[config.mk]
export PLATFORM = sky130hd
export DESIGN_NAME = bcd_to_bin
export DESIGN_NICKNAME = d
export VERILOG_FILES = /design/src/rtl/bcd_to_bin.sv
export SDC_FILE = /design/constraint.sdc
export NUM_CORES = 1
export LEC_CHECK = 0
export CAP_MARGIN = 20
export CELL_PAD_IN_SITES_DETAIL_PLACEMENT = 1
export CELL_PAD_IN_SITES_GLOBAL_PLACEMENT = 2
export CORE_MARGIN = 2
export CORE_UTILIZATION = 28
export CTS_CLUSTER_DIAMETER = 120
export DETAILED_ROUTE_END_ITERATION = 16
export PLACE_DENSITY_LB_ADDON = 0.1
export SLEW_MARGIN = 25
export SYNTH_ARGS = -nofsm -noshare
export SYNTH_HDL_FRONTEND = slang
export SYNTH_SLANG_ARGS = --single-unit
[constraint.sdc]
create_clock -name clk -period 1.5 [get_ports clk]
set_clock_uncertainty 0.15 [all_clocks]
set_input_delay 0.3 -clock clk [delete_from_list [all_inputs] [get_ports clk]]
set_output_delay 0.3 -clock clk [all_outputs]
set_load 0.05 [all_outputs]
[src/rtl/bcd_to_bin.sv]
// Sequential packed-BCD to binary converter using reverse double-dabble:
// one right shift per clock with per-nibble -3 correction, start/busy/done handshake.
module bcd_to_bin #(
    parameter int DIGITS = 3,
    parameter int BIN_W  = 10
) (
    input  logic                  clk,
    input  logic                  reset,
    input  logic                  start,
    input  logic [4*DIGITS-1:0]   bcd_in,
    output logic [BIN_W-1:0]      binary,
    output logic                  busy,
    output logic                  done,
    output logic                  error
);

    localparam int CNT_W = $clog2(BIN_W + 1);

    typedef enum logic [1:0] {
        S_IDLE  = 2'd0,
        S_SHIFT = 2'd1,
        S_DONE  = 2'd2
    } state_t;

    state_t               r_state;
    state_t               w_state_next;
    logic [4*DIGITS-1:0]  r_bcd;
    logic [BIN_W-1:0]     r_bin;
    logic [CNT_W-1:0]     r_count;
    logic [BIN_W-1:0]     r_binary;
    logic                 r_error;

    logic [4*DIGITS-1:0]  w_bcd_shifted;
    logic [4*DIGITS-1:0]  w_bcd_fixed;
    logic [BIN_W-1:0]     w_bin_shifted;
    logic [DIGITS-1:0]    w_nib_bad;
    logic                 w_in_bad;
    logic                 w_last;

    // The BCD LSB falls into the binary MSB on every step.
    assign {w_bcd_shifted, w_bin_shifted} = {r_bcd, r_bin} >> 1;

    genvar gi;
    generate
        for (gi = 0; gi < DIGITS; gi++) begin : g_nibble
            assign w_nib_bad[gi] = (bcd_in[4*gi +: 4] > 4'd9);
            // A halved nibble >= 8 carried a 10s-weighted bit from above; -3 restores base 10.
            assign w_bcd_fixed[4*gi +: 4] = (w_bcd_shifted[4*gi +: 4] >= 4'd8)
                                          ? (w_bcd_shifted[4*gi +: 4] - 4'd3)
                                          : w_bcd_shifted[4*gi +: 4];
        end
    endgenerate

    assign w_in_bad = |w_nib_bad;
    assign w_last   = (r_count == CNT_W'(BIN_W - 1));

    always_ff @(posedge clk) begin
        if (reset) begin
            r_state <= S_IDLE;
        end else begin
            r_state <= w_state_next;
        end
    end

    always_comb begin
        w_state_next = r_state;
        unique case (r_state)
            S_IDLE: begin
                if (start) begin
                    w_state_next = w_in_bad ? S_DONE : S_SHIFT;
                end
            end
            S_SHIFT: begin
                if (w_last) begin
                    w_state_next = S_DONE;
                end
            end
            S_DONE:  w_state_next = S_IDLE;
            default: w_state_next = S_IDLE;
        endcase
    end

    always_comb begin
        busy = (r_state != S_IDLE);
        done = (r_state == S_DONE);
    end

    always_ff @(posedge clk) begin
        if (reset) begin
            r_bcd    <= '0;
            r_bin    <= '0;
            r_count  <= '0;
            r_binary <= '0;
            r_error  <= 1'b0;
        end else begin
            unique case (r_state)
                S_IDLE: begin
                    if (start) begin
                        r_bcd   <= bcd_in;
                        r_bin   <= '0;
                        r_count <= '0;
                        r_error <= w_in_bad;
                        if (w_in_bad) begin
                            r_binary <= '0;
                        end
                    end
                end
                S_SHIFT: begin
                    r_bcd   <= w_bcd_fixed;
                    r_bin   <= w_bin_shifted;
                    r_count <= r_count + 1'b1;
                    if (w_last) begin
                        r_binary <= w_bin_shifted;
                    end
                end
                default: begin
                end
            endcase
        end
    end

    assign binary = r_binary;
    assign error  = r_error;

endmodule
==> flow_results.xml, run 1 <==
<?xml version="1.0" encoding="UTF-8"?>
<metrics>
  <group name="synthesis">
    <metric name="syn-cell-area" unit="mm²">0.00177</metric>
    <metric name="yosysSeqAreaShare" unit="">0.429</metric>
    <metric name="synth-seq-cells" unit="">38</metric>
    <metric name="synthDistinctLibCells" unit="">31</metric>
    <metric name="postSynthAreaPerCell" unit="µm²">8.36</metric>
    <metric name="synth.yosys.warnings" unit="">0</metric>
    <metric name="synth_cells" unit="">212</metric>
    <metric name="synthesized_netlist_net_count" unit="">233</metric>
  </group>
  <group name="sta">
    <metric name="max_slew_headroom_at_the_worst_pin" unit="">0.799</metric>
    <metric name="rsz0062_at_grt" unit="">true</metric>
    <metric name="hold_viol_final" unit="">0</metric>
    <metric name="crit_share_post_route" unit="">1.08</metric>
    <metric name="finalSetupViolations" unit="">28</metric>
    <metric name="whs" unit="ps">327</metric>
    <metric name="timing.fmax" unit="MHz">619</metric>
    <metric name="max_slew.worst_pin.slew" unit="ps">299</metric>
    <metric name="number_of_slew_limit_violations_in_the_final_report" unit="">0</metric>
    <metric name="final_period_minus_worst_setup_slack" unit="ps">1610</metric>
    <metric name="setup_slack_of_the_critical_path_after_layout" unit="ps">-115</metric>
  </group>
  <group name="hold_path">
    <metric name="hold_path.class" unit="">flip-flop to flip-flop</metric>
  </group>
  <group name="place">
    <metric name="hpwlAfterDp" unit="µm">3680</metric>
    <metric name="postPlaceCellArea" unit="mm²">0.00242</metric>
    <metric name="final_weighted_congestion_of_routability_driven_global_placement" unit="">0.722</metric>
    <metric name="dpl_worst_slack" unit="ps">-693</metric>
    <metric name="port_buffers" unit="">27</metric>
  </group>
  <group name="floorplanning">
    <metric name="fp.dieArea" unit="mm²">0.00698</metric>
    <metric name="initial_core_util" unit="">0.294</metric>
    <metric name="boundary_pins" unit="">28</metric>
    <metric name="floorplan.die.width" unit="µm">83.6</metric>
    <metric name="num_rows" unit="">28</metric>
    <metric name="die_height" unit="µm">83.6</metric>
    <metric name="design.core.area" unit="mm²">0.00603</metric>
  </group>
  <group name="cells_and_area">
    <metric name="final_area" unit="mm²">0.00273</metric>
    <metric name="drive_above_1_share" unit="">0.319</metric>
    <metric name="fin_nets" unit="">290</metric>
    <metric name="antenna_cells_inserted" unit="">0</metric>
    <metric name="syn_to_final_growth" unit="%">53.8</metric>
  </group>
  <group name="clock_network">
    <metric name="hold_buffers" unit="">0</metric>
    <metric name="h-tree-depth" unit="">2</metric>
    <metric name="cts.root.buffer_cell" unit="">sky130_fd_sc_hd__clkbuf_8</metric>
    <metric name="tritoncts" unit="">done</metric>
    <metric name="tritoncts.num_buffers" unit="">5</metric>
    <metric name="clkSlewWorstSetupHoldPaths" unit="ps">70</metric>
    <metric name="worst_skew_pair.late_latency" unit="ps">290</metric>
    <metric name="tritoncts_sinks" unit="">38</metric>
    <metric name="clk_path_buf_depth" unit="">2</metric>
  </group>
  <group name="outcome">
    <metric name="status" unit="">finished, violations left</metric>
    <metric name="failed_checks" unit="">negative setup slack</metric>
  </group>
  <group name="critical_path">
    <metric name="critical_path.endpoint_type" unit="">output pin</metric>
    <metric name="worstPathBufferInverterCount" unit="">2</metric>
    <metric name="timing.critical_path.max_delay_family" unit="">flip-flops</metric>
    <metric name="cp.required" unit="ps">1050</metric>
    <metric name="startpoint_type" unit="">flip-flop</metric>
    <metric name="cp_data_arrival_time" unit="ps">1160</metric>
    <metric name="critPathSlowestCell" unit="">sky130_fd_sc_hd__dfxtp_4</metric>
    <metric name="worst-setup-path-type" unit="">flip-flop to output pin</metric>
    <metric name="timing.critical_path.slowest_cell_delay" unit="ps">350</metric>
    <metric name="worstPathCellList" unit="">buf_6 &gt; or2_4 &gt; buf_12</metric>
    <metric name="worstPathMaxFanout" unit="">5</metric>
  </group>
  <group name="routing">
    <metric name="routed_via_density" unit="">4.79</metric>
    <metric name="detail-route-antenna-nets" unit="">0</metric>
    <metric name="drt-wirelength-per-cell" unit="µm">14.9</metric>
    <metric name="drt_pre_antenna_iters" unit="">4</metric>
    <metric name="vias" unit="">1652</metric>
    <metric name="remaining_drcs" unit="">0</metric>
    <metric name="final_routed_wirelength_across_all_metal_layers" unit="µm">5150</metric>
    <metric name="drt-initial-drc-count" unit="">33</metric>
  </group>
  <group name="global_routing">
    <metric name="grt_overflow_total" unit="">0</metric>
    <metric name="grt_pass1_vias" unit="">1731</metric>
    <metric name="grt_max_degree" unit="">27</metric>
    <metric name="grt_use_total" unit="">0.149</metric>
    <metric name="grt_pass1_wl" unit="µm">8510</metric>
    <metric name="number_of_antenna_violations_at_the_first_check_in_global_routing" unit="">0</metric>
  </group>
  <group name="pwr">
    <metric name="design_power" unit="µW">2330</metric>
    <metric name="power_density" unit="mW/mm²">854</metric>
    <metric name="power_leakage" unit="µW">0.00109</metric>
    <metric name="max-vdd-ir-drop" unit="mV">0.464</metric>
  </group>
  <group name="flow_run">
    <metric name="max-cap-violations" unit="">0</metric>
  </group>
</metrics>
==> worst min-delay path, cell delays in order, from the launching register on <==
cell and delay, ps:
sky130_fd_sc_hd__dfxtp_1 330, sky130_fd_sc_hd__nand2_1 60, sky130_fd_sc_hd__a21oi_1 50
==> state kept, by name, indices dropped and copies added (netlist names) <==
signal and flops:
error 1, r_count 4, r_bcd 12, r_state 2, binary 10, r_bin 9
==> final cells by class <==
| type | instances | area, µm² |
|---|---|---|
| repair buffers | 64 | 728 |
| clock buffers | 6 | 82.6 |
| well taps | 75 | 93.8 |
| inverters | 5 | 18.8 |
| fillers | 700 | 3300 |
| clock inverters | 2 | 12.5 |
| flip-flops and latches | 38 | 768 |
| multi-input cells | 155 | 1020 |
==> synth_stat cells <==
cell type	count	area, µm²
sky130_fd_sc_hd__a211oi_1	3	22.5
sky130_fd_sc_hd__a21oi_1	17	85.1
sky130_fd_sc_hd__a22oi_1	2	15.0
sky130_fd_sc_hd__a2bb2oi_1	1	8.76
sky130_fd_sc_hd__a311oi_1	7	61.3
sky130_fd_sc_hd__a31oi_1	1	6.26
sky130_fd_sc_hd__buf_1	1	3.75
sky130_fd_sc_hd__buf_2	3	15.0
sky130_fd_sc_hd__buf_6	2	22.5
sky130_fd_sc_hd__clkbuf_1	8	30.0
sky130_fd_sc_hd__dfxtp_1	38	761
sky130_fd_sc_hd__ha_1	6	75.1
sky130_fd_sc_hd__inv_1	5	18.8
sky130_fd_sc_hd__mux2i_1	10	100
sky130_fd_sc_hd__nand2_1	34	128
sky130_fd_sc_hd__nand2b_1	13	81.3
sky130_fd_sc_hd__nand3_1	12	60.1
sky130_fd_sc_hd__nand3b_1	2	15.0
sky130_fd_sc_hd__nor2_1	23	86.3
sky130_fd_sc_hd__nor2_2	1	6.26
sky130_fd_sc_hd__nor2b_1	3	18.8
sky130_fd_sc_hd__nor3_1	1	5.00
sky130_fd_sc_hd__nor3b_2	1	12.5
sky130_fd_sc_hd__nor4_1	2	12.5
sky130_fd_sc_hd__o211a_1	2	20.0
sky130_fd_sc_hd__o21ai_0	4	20.0
sky130_fd_sc_hd__o21ai_2	2	17.5
sky130_fd_sc_hd__or2_2	3	18.8
sky130_fd_sc_hd__or3b_4	1	11.3
sky130_fd_sc_hd__xnor2_1	2	17.5
sky130_fd_sc_hd__xor2_1	2	17.5
==> what timing repair did <==
item	in CTS	in global routing
pin swaps	5	6
gates cloned	0	1
setup buffers	5	3
endpoints found under the setup margin	26	38
resized for setup	12	28
==> through the flow <==
stage               utilization  cells  TNS (ps)
detailed placement        0.402    328    -15290
global placement          0.402    328    -14530
global route              0.453    345     -3130
finish                    0.453    345     -1650
floorplan                     -    212    -0.492
CTS                       0.432    341      -928
==> where the power goes <==
part           switching [µW]  total, µW  internal (µW)
Sequential               36.9       1080           1050
Clock                     369        739            370
Combinational             248        509            262
==> cells in the final DEF (no fill, tap or decap), types with 2 or more instances in the layout <==
| cell type | count |
|---|---|
| sky130_fd_sc_hd__nor2_1 | 21 |
| sky130_fd_sc_hd__clkdlybuf4s50_1 | 13 |
| sky130_fd_sc_hd__nor4_1 | 2 |
| sky130_fd_sc_hd__dfxtp_4 | 2 |
| sky130_fd_sc_hd__nor2_2 | 3 |
| sky130_fd_sc_hd__nand2_1 | 32 |
| sky130_fd_sc_hd__or2_2 | 2 |
| sky130_fd_sc_hd__a21oi_2 | 4 |
| sky130_fd_sc_hd__inv_1 | 5 |
| sky130_fd_sc_hd__a311oi_1 | 4 |
| sky130_fd_sc_hd__buf_6 | 7 |
| sky130_fd_sc_hd__xnor2_1 | 2 |
| sky130_fd_sc_hd__o211a_1 | 2 |
| sky130_fd_sc_hd__nand2b_1 | 12 |
| sky130_fd_sc_hd__o21ai_4 | 2 |
| sky130_fd_sc_hd__mux2i_1 | 9 |
| sky130_fd_sc_hd__nand3b_1 | 2 |
| sky130_fd_sc_hd__ha_1 | 6 |
| sky130_fd_sc_hd__o21ai_1 | 3 |
| sky130_fd_sc_hd__nand2_2 | 2 |
| sky130_fd_sc_hd__clkbuf_8 | 6 |
| sky130_fd_sc_hd__nor2b_4 | 2 |
| sky130_fd_sc_hd__dfxtp_1 | 36 |
| sky130_fd_sc_hd__buf_4 | 28 |
| sky130_fd_sc_hd__buf_12 | 15 |
| sky130_fd_sc_hd__nand3_1 | 11 |
| sky130_fd_sc_hd__a311oi_2 | 3 |
| sky130_fd_sc_hd__a211oi_1 | 2 |
| sky130_fd_sc_hd__a22oi_1 | 2 |
| sky130_fd_sc_hd__a21oi_1 | 13 |
| sky130_fd_sc_hd__xor2_1 | 2 |
==> final timing paths <==
check	startpoint	slack (ps)	depth (start not counted)	to
max	r_state[0]	-110	3	busy
min	r_bin[3]	330	2	r_bin[2]
max reg2reg	r_state[0]	-110	6	binary[3]
min reg2reg	r_bin[3]	330	2	r_bin[2]
==> cell families (layout without fill, tap and decap cells) <==
family | Yosys count | in the layout | share of synthesized area
AND/OR/NAND/NOR | 96 | 96 | 0.257
buffers and inverters | 19 | 77 | 0.0508
XOR/XNOR | 4 | 4 | 0.0198
AO/OA/AOI/OAI | 39 | 39 | 0.145
flip-flops | 38 | 38 | 0.429
multiplexers | 10 | 10 | 0.0565
adder cells (fa/ha/maj) | 6 | 6 | 0.0423
==> layer usage <==
layer,GRT usage,share of wire,vias to the layer above
li1,-,-,833
met1,0.178,0.45,796
met2,0.270,0.51,16
met3,0.0307,0.024,7
met4,0.0396,0.010,0
met5,0,0,-
No activity file was read; power rests on OpenSTA's default activity.
==> run 2: changes to the inputs <==
clock period = 1.45 ns   (was 1.5 ns; I/O delays follow)
==> run 2 against run 1 <==
  * Highest routed layer unchanged
  * Cell count decreased by 0.29%
  * Critical endpoint unchanged
  * Non-clock buffer count unchanged
  * Sequential cell count unchanged
  * Total power increased by 11%
  * The run still ends with negative setup slack left
  * Routed wire length increased by 4.7%
  * Critical path depth unchanged
==> flow_results.xml, run 2 (synthesis gave the netlist of run 1 again) <==
<?xml version="1.0" encoding="UTF-8"?>
<metrics>
  <group name="cells_and_area">
    <metric name="max_reg_flops" unit="">12</metric>
    <metric name="registers.top_by_ff_count" unit="">r_bcd</metric>
    <metric name="register_area" unit="µm²">769</metric>
    <metric name="fin_nets" unit="">290</metric>
    <metric name="n_fill_cell" unit="">695</metric>
    <metric name="drive_above_1_share" unit="">0.353</metric>
    <metric name="layout_commonest_cell" unit="">sky130_fd_sc_hd__dfxtp_1</metric>
    <metric name="final_util" unit="">0.471</metric>
    <metric name="syn_to_final_growth" unit="%">59.9</metric>
    <metric name="multiInputGateArea" unit="mm²">0.00107</metric>
    <metric name="most-common-layout-cells" unit="">sky130_fd_sc_hd__dfxtp_1 (35), sky130_fd_sc_hd__nand2_1 (34), sky130_fd_sc_hd__buf_4 (25), sky130_fd_sc_hd__nor2_1 (21), sky130_fd_sc_hd__buf_12 (16)</metric>
    <metric name="final_area" unit="mm²">0.00284</metric>
    <metric name="antenna_cells_inserted" unit="">0</metric>
  </group>
  <group name="routing">
    <metric name="routed_via_density" unit="">4.87</metric>
    <metric name="drt-wirelength-per-cell" unit="µm">15.7</metric>
    <metric name="vias" unit="">1674</metric>
    <metric name="drt_pre_antenna_iters" unit="">4</metric>
    <metric name="detail-route-antenna-nets" unit="">0</metric>
    <metric name="drt-initial-drc-count" unit="">45</metric>
    <metric name="remaining_drcs" unit="">0</metric>
    <metric name="final_routed_wirelength_across_all_metal_layers" unit="µm">5400</metric>
  </group>
  <group name="floorplanning">
    <metric name="fp.dieArea" unit="mm²">0.00698</metric>
    <metric name="floorplan.die.width" unit="µm">83.6</metric>
    <metric name="die_height" unit="µm">83.6</metric>
    <metric name="num_rows" unit="">28</metric>
    <metric name="boundary_pins" unit="">28</metric>
    <metric name="initial_core_util" unit="">0.294</metric>
    <metric name="design.core.area" unit="mm²">0.00603</metric>
  </group>
  <group name="global_routing">
    <metric name="grt_pass1_vias" unit="">1860</metric>
    <metric name="grt_use_total" unit="">0.153</metric>
    <metric name="number_of_antenna_violations_at_the_first_check_in_global_routing" unit="">0</metric>
    <metric name="global_route.peak_usage_layer" unit="">met2</metric>
    <metric name="grt_pass1_wl" unit="µm">8780</metric>
    <metric name="grt_use_met1" unit="">0.182</metric>
    <metric name="grtUsageMet3" unit="">0.0267</metric>
    <metric name="global_route.usage.met2" unit="">0.275</metric>
    <metric name="grt_overflow_total" unit="">0</metric>
    <metric name="grt_max_degree" unit="">20</metric>
  </group>
  <group name="clock_network">
    <metric name="tritoncts" unit="">done</metric>
    <metric name="clkSlewWorstSetupHoldPaths" unit="ps">80</metric>
    <metric name="h-tree-depth" unit="">2</metric>
    <metric name="hold_buffers" unit="">0</metric>
    <metric name="worst_skew_pair.late_latency" unit="ps">290</metric>
    <metric name="cts.root.buffer_cell" unit="">sky130_fd_sc_hd__clkbuf_8</metric>
    <metric name="clk_path_buf_depth" unit="">2</metric>
    <metric name="tritoncts.num_buffers" unit="">5</metric>
    <metric name="tritoncts_sinks" unit="">38</metric>
  </group>
  <group name="critical_path">
    <metric name="worstPathBufferInverterCount" unit="">2</metric>
    <metric name="cp_data_arrival_time" unit="ps">1180</metric>
    <metric name="startpoint_type" unit="">flip-flop</metric>
    <metric name="worst-setup-path-type" unit="">flip-flop to output pin</metric>
    <metric name="timing.critical_path.slowest_cell_delay" unit="ps">360</metric>
    <metric name="worstPathMaxFanout" unit="">5</metric>
    <metric name="critical_path.endpoint_type" unit="">output pin</metric>
    <metric name="worstPathCellList" unit="">buf_6 &gt; or2_4 &gt; buf_12</metric>
    <metric name="timing.critical_path.max_delay_family" unit="">flip-flops</metric>
    <metric name="cp.required" unit="ps">1010</metric>
    <metric name="critPathSlowestCell" unit="">sky130_fd_sc_hd__dfxtp_4</metric>
  </group>
  <group name="pwr">
    <metric name="power_leakage" unit="µW">0.00111</metric>
    <metric name="power_density" unit="mW/mm²">916</metric>
    <metric name="max-vdd-ir-drop" unit="mV">0.448</metric>
  </group>
  <group name="sta">
    <metric name="whs" unit="ps">329</metric>
    <metric name="final_period_minus_worst_setup_slack" unit="ps">1620</metric>
    <metric name="rsz0062_at_grt" unit="">true</metric>
    <metric name="totalNegativeSetupSlack" unit="ps">-3420</metric>
    <metric name="max_slew.worst_pin.slew" unit="ps">264</metric>
    <metric name="max_slew_headroom_at_the_worst_pin" unit="">0.824</metric>
    <metric name="finalSetupViolations" unit="">35</metric>
    <metric name="timing.fmax" unit="MHz">618</metric>
    <metric name="hold_viol_final" unit="">0</metric>
    <metric name="crit_share_post_route" unit="">1.12</metric>
    <metric name="setup_slack_of_the_critical_path_after_layout" unit="ps">-167</metric>
    <metric name="number_of_slew_limit_violations_in_the_final_report" unit="">0</metric>
  </group>
  <group name="place">
    <metric name="port_buffers" unit="">27</metric>
    <metric name="postPlaceCellArea" unit="mm²">0.00247</metric>
    <metric name="dpl_worst_slack" unit="ps">-495</metric>
    <metric name="hpwlAfterDp" unit="µm">3820</metric>
    <metric name="final_weighted_congestion_of_routability_driven_global_placement" unit="">0.720</metric>
  </group>
  <group name="outcome">
    <metric name="failed_checks" unit="">negative setup slack</metric>
    <metric name="status" unit="">finished, violations left</metric>
  </group>
  <group name="flow_run">
    <metric name="max-cap-violations" unit="">0</metric>
  </group>
  <group name="hold_path">
    <metric name="hold_path.class" unit="">flip-flop to flip-flop</metric>
  </group>
</metrics>
run 2: cell type report:
cell class | instances | area share
sequential | 38 | 0.271
inverter | 5 | 0.00662
multi-input combinational | 155 | 0.379
clock buffer | 6 | 0.0291
tap | 75 | 0.0331
timing repair buffer | 64 | 0.270
clock inverter | 1 | 0.0106
run 2: path summary, 6_finish.rpt:
kind | start | endpoint | slack (ps) | cells past startpoint
setup / recovery | r_state[1] | busy | -170 | 3
hold / removal | r_bin[1] | r_bin[1] | 330 | 2
setup reg to reg | r_state[0] | binary[5] | -170 | 6
hold reg to reg | r_bin[1] | r_bin[1] | 330 | 2
run 2: worst reg2reg max path, stage by stage, from the launching register on:
cell and delay [ps]:
sky130_fd_sc_hd__dfxtp_4 350, sky130_fd_sc_hd__buf_6 120, sky130_fd_sc_hd__or3b_4 410, sky130_fd_sc_hd__o21ai_4 90
sky130_fd_sc_hd__o21ai_4 100, sky130_fd_sc_hd__clkbuf_16 170, sky130_fd_sc_hd__mux2i_1 110
run 2: routing by layer:
metal,part of all wire,up-vias
met5,0,-
met4,0.010,0
met3,0.026,6
met2,0.53,14
met1,0.43,821
li1,-,833
run 2: timing repair:
| item | in CTS | in global routing |
|---|---|---|
| resized for setup | 14 | 38 |
| buffers inserted | 3 | 1 |
| pin swaps | 1 | 15 |
| endpoints found under the setup margin | 38 | 38 |
| gates cloned | 1 | 1 |
run 2: power breakdown:
| group | internal, µW | switching (µW) | leakage [µW] |
|---|---|---|---|
| Clock | 551 | 381 | 0.0000573 |
| Combinational | 281 | 262 | 0.000741 |
| Sequential | 1080 | 39.9 | 0.000311 |
| Total | 1910 | 683 | 0.00111 |
run 2: through the flow:
stage,power (µW),std cells
6_report,2600,344
5_1_grt,2700,344
3_5_place_dp,1600,331
2_1_floorplan,1380,212
3_3_place_gp,1580,331
4_1_cts,2560,342
==> run 3: changes to the inputs <==
ABC_CLOCK_PERIOD_IN_PS = 1450   (was unset)
CORE_UTILIZATION = 29   (was 28)
CTS_BUF_LIST = sky130_fd_sc_hd__clkbuf_2   (was unset)
SLEW_MARGIN = 20   (was 25)
==> run 3 against run 2 <==
  * The flow still finishes with violations (negative setup slack)
  * Sequential cell count stayed put
  * Non-clock buffer count is 3 lower
  * Global-route usage is 1.2 points higher
  * First-iteration DRC count is 8.9% lower
  * Critical path depth stayed put
  * Sequential power hardly changed
  * Critical path type unchanged
  * Largest cell class unchanged
==> flow_results.xml, run 3 (synthesis gave the netlist of run 1 again) <==
<?xml version="1.0" encoding="UTF-8"?>
<metrics>
  <group name="hold_path">
    <metric name="worst_hold_path.endpoint" unit="">r_bcd[11]</metric>
    <metric name="hold_path.class" unit="">input port to flip-flop</metric>
    <metric name="hold_path_startpoint" unit="">bcd_in[11]</metric>
    <metric name="min_delay_path_depth" unit="">3</metric>
  </group>
  <group name="critical_path">
    <metric name="cp_data_arrival_time" unit="ps">1260</metric>
    <metric name="worstPathBufferInverterCount" unit="">2</metric>
    <metric name="worstPathCellList" unit="">buf_6 &gt; or2_4 &gt; buf_12</metric>
    <metric name="critPathSlowestCell" unit="">sky130_fd_sc_hd__dfxtp_4</metric>
    <metric name="ff2ff_path_depth" unit="">6</metric>
    <metric name="startpoint_type" unit="">flip-flop</metric>
    <metric name="worst-setup-path-type" unit="">flip-flop to output pin</metric>
    <metric name="critical_path.endpoint_type" unit="">output pin</metric>
    <metric name="internal_reg_to_reg_setup_slack" unit="ps">-250</metric>
    <metric name="timing.critical_path.max_delay_family" unit="">flip-flops</metric>
    <metric name="worstPathMaxFanout" unit="">5</metric>
    <metric name="worstReg2RegEnd" unit="">binary[6]</metric>
    <metric name="timing.critical_path.slowest_cell_delay" unit="ps">380</metric>
    <metric name="worst_reg2reg_path_startpoint" unit="">r_state[0]</metric>
    <metric name="cp.required" unit="ps">1010</metric>
  </group>
  <group name="floorplanning">
    <metric name="num_rows" unit="">28</metric>
    <metric name="boundary_pins" unit="">28</metric>
    <metric name="design.core.area" unit="mm²">0.00592</metric>
    <metric name="die_height" unit="µm">82.2</metric>
    <metric name="floorplan.die.width" unit="µm">82.2</metric>
    <metric name="fp.dieArea" unit="mm²">0.00676</metric>
    <metric name="initial_core_util" unit="">0.299</metric>
  </group>
  <group name="pwr">
    <metric name="power_density" unit="mW/mm²">792</metric>
    <metric name="design_power" unit="µW">2210</metric>
    <metric name="power_leakage" unit="µW">0.00109</metric>
    <metric name="max-vdd-ir-drop" unit="mV">0.366</metric>
  </group>
  <group name="sta">
    <metric name="max_slew_headroom_at_the_worst_pin" unit="">0.806</metric>
    <metric name="totalNegativeSetupSlack" unit="ps">-6770</metric>
    <metric name="number_of_slew_limit_violations_in_the_final_report" unit="">0</metric>
    <metric name="hold_viol_final" unit="">0</metric>
    <metric name="whs" unit="ps">310</metric>
    <metric name="rsz0062_at_grt" unit="">true</metric>
    <metric name="setup_slack_of_the_critical_path_after_layout" unit="ps">-247</metric>
    <metric name="final_period_minus_worst_setup_slack" unit="ps">1700</metric>
    <metric name="timing.fmax" unit="MHz">589</metric>
    <metric name="finalSetupViolations" unit="">39</metric>
    <metric name="max_slew.worst_pin.slew" unit="ps">289</metric>
    <metric name="crit_share_post_route" unit="">1.17</metric>
  </group>
  <group name="place">
    <metric name="final_weighted_congestion_of_routability_driven_global_placement" unit="">0.756</metric>
    <metric name="hpwlAfterDp" unit="µm">3420</metric>
    <metric name="placed_cells_incl_taps" unit="">322</metric>
    <metric name="port_buffers" unit="">27</metric>
  </group>
  <group name="global_routing">
    <metric name="grt_max_degree" unit="">27</metric>
    <metric name="number_of_antenna_violations_at_the_first_check_in_global_routing" unit="">0</metric>
    <metric name="grt_pass1_vias" unit="">1705</metric>
    <metric name="grt_use_total" unit="">0.165</metric>
    <metric name="grt_pass1_wl" unit="µm">8360</metric>
    <metric name="grt_overflow_total" unit="">0</metric>
  </group>
  <group name="flow_run">
    <metric name="max-cap-violations" unit="">0</metric>
  </group>
  <group name="routing">
    <metric name="remaining_drcs" unit="">0</metric>
    <metric name="final_routed_wirelength_across_all_metal_layers" unit="µm">5260</metric>
    <metric name="drt_pre_antenna_iters" unit="">4</metric>
    <metric name="routed_via_density" unit="">4.81</metric>
    <metric name="detail-route-antenna-nets" unit="">0</metric>
    <metric name="vias" unit="">1644</metric>
    <metric name="drt-initial-drc-count" unit="">41</metric>
    <metric name="drt-wirelength-per-cell" unit="µm">15.4</metric>
  </group>
  <group name="clock_network">
    <metric name="cts.root.buffer_cell" unit="">sky130_fd_sc_hd__clkbuf_2</metric>
    <metric name="h-tree-depth" unit="">2</metric>
    <metric name="clkSlewWorstSetupHoldPaths" unit="ps">200</metric>
    <metric name="tritoncts.num_buffers" unit="">5</metric>
    <metric name="worst_skew_pair.late_latency" unit="ps">400</metric>
    <metric name="clk_path_buf_depth" unit="">2</metric>
    <metric name="tritoncts_sinks" unit="">38</metric>
    <metric name="tritoncts" unit="">done</metric>
  </group>
  <group name="outcome">
    <metric name="failed_checks" unit="">negative setup slack</metric>
    <metric name="status" unit="">finished, violations left</metric>
  </group>
  <group name="cells_and_area">
    <metric name="layout_commonest_cell" unit="">sky130_fd_sc_hd__nand2_1</metric>
    <metric name="registers.top_by_ff_count" unit="">r_bcd</metric>
    <metric name="max_reg_flops" unit="">12</metric>
    <metric name="fin_nets" unit="">287</metric>
    <metric name="syn_to_final_growth" unit="%">57.4</metric>
    <metric name="antenna_cells_inserted" unit="">0</metric>
    <metric name="most-common-layout-cells" unit="">sky130_fd_sc_hd__nand2_1 (32), sky130_fd_sc_hd__dfxtp_1 (26), sky130_fd_sc_hd__buf_4 (19), sky130_fd_sc_hd__nor2_1 (16), sky130_fd_sc_hd__buf_12 (16)</metric>
    <metric name="drive_above_1_share" unit="">0.360</metric>
    <metric name="final_util" unit="">0.471</metric>
    <metric name="layout.cells.non_filler" unit="">342</metric>
  </group>
</metrics>
## run 3: repair_timing
item	CTS	global route
hold buffers	0	0
pin swaps	5	10
resized for setup	27	40
endpoints found under the setup margin	25	48
gates cloned	4	0
buffers inserted	5	4
## run 3: routing by layer
layer  wire length, µm  global-route usage  vias to the layer above  share of wire
li1                  -                   -                      825              -
met1              2510               0.210                      790           0.48
met2              2550               0.281                       23           0.48
met3               144              0.0293                        6          0.027
met4                57              0.0517                        0          0.011
met5                 0                   0                        -              0
## run 3: worst min-delay path, stage by stage
cell	delay [ps]
sky130_fd_sc_hd__clkdlybuf4s50_1	420
sky130_fd_sc_hd__nand2_1	60
sky130_fd_sc_hd__a21oi_1	50
## run 3: power by group
group          leakage, µW  switching, µW  total [µW]  internal [µW]
combinational     0.000750            284         610            325
sequential        0.000315           40.1        1130           1090
clock            0.0000264            364         474            110
total              0.00109            689        2210           1520
## run 3: how the worst max path moves through the flow
| stage | from | end | slack [ps] | cells past startpoint |
|---|---|---|---|---|
| after CTS | r_state[0] | busy | -270 | 3 |
| after floorplan | r_state[0] | binary[0] | -7 | 6 |
| final | r_state[0] | busy | -250 | 3 |
| after global placement | bcd_in[10] | binary[6] | -520 | 6 |
| after global routing | r_state[0] | busy | -310 | 3 |
| after detailed placement | bcd_in[10] | binary[4] | -590 | 6 |
## run 3: stage by stage
| stage | area, µm² | worst slack (ps) |
|---|---|---|
| 2_1_floorplan | 1780 | -6.71 |
| 3_3_place_gp | 2400 | -518 |
| 3_5_place_dp | 2400 | -592 |
| 4_1_cts | 2630 | -274 |
| 5_1_grt | 2790 | -308 |
| 6_report | 2790 | -247 |
## run 3: area by class of cell
class | count | area (µm²)
Tap cell | 75 | 93.8
Clock buffer | 5 | 25.0
Timing Repair Buffer | 61 | 788
Fill cell | 657 | 3130
Clock inverter | 3 | 16.3
Multi-Input combinational cell | 155 | 1070
Inverter | 5 | 18.8
Sequential cell | 38 | 781
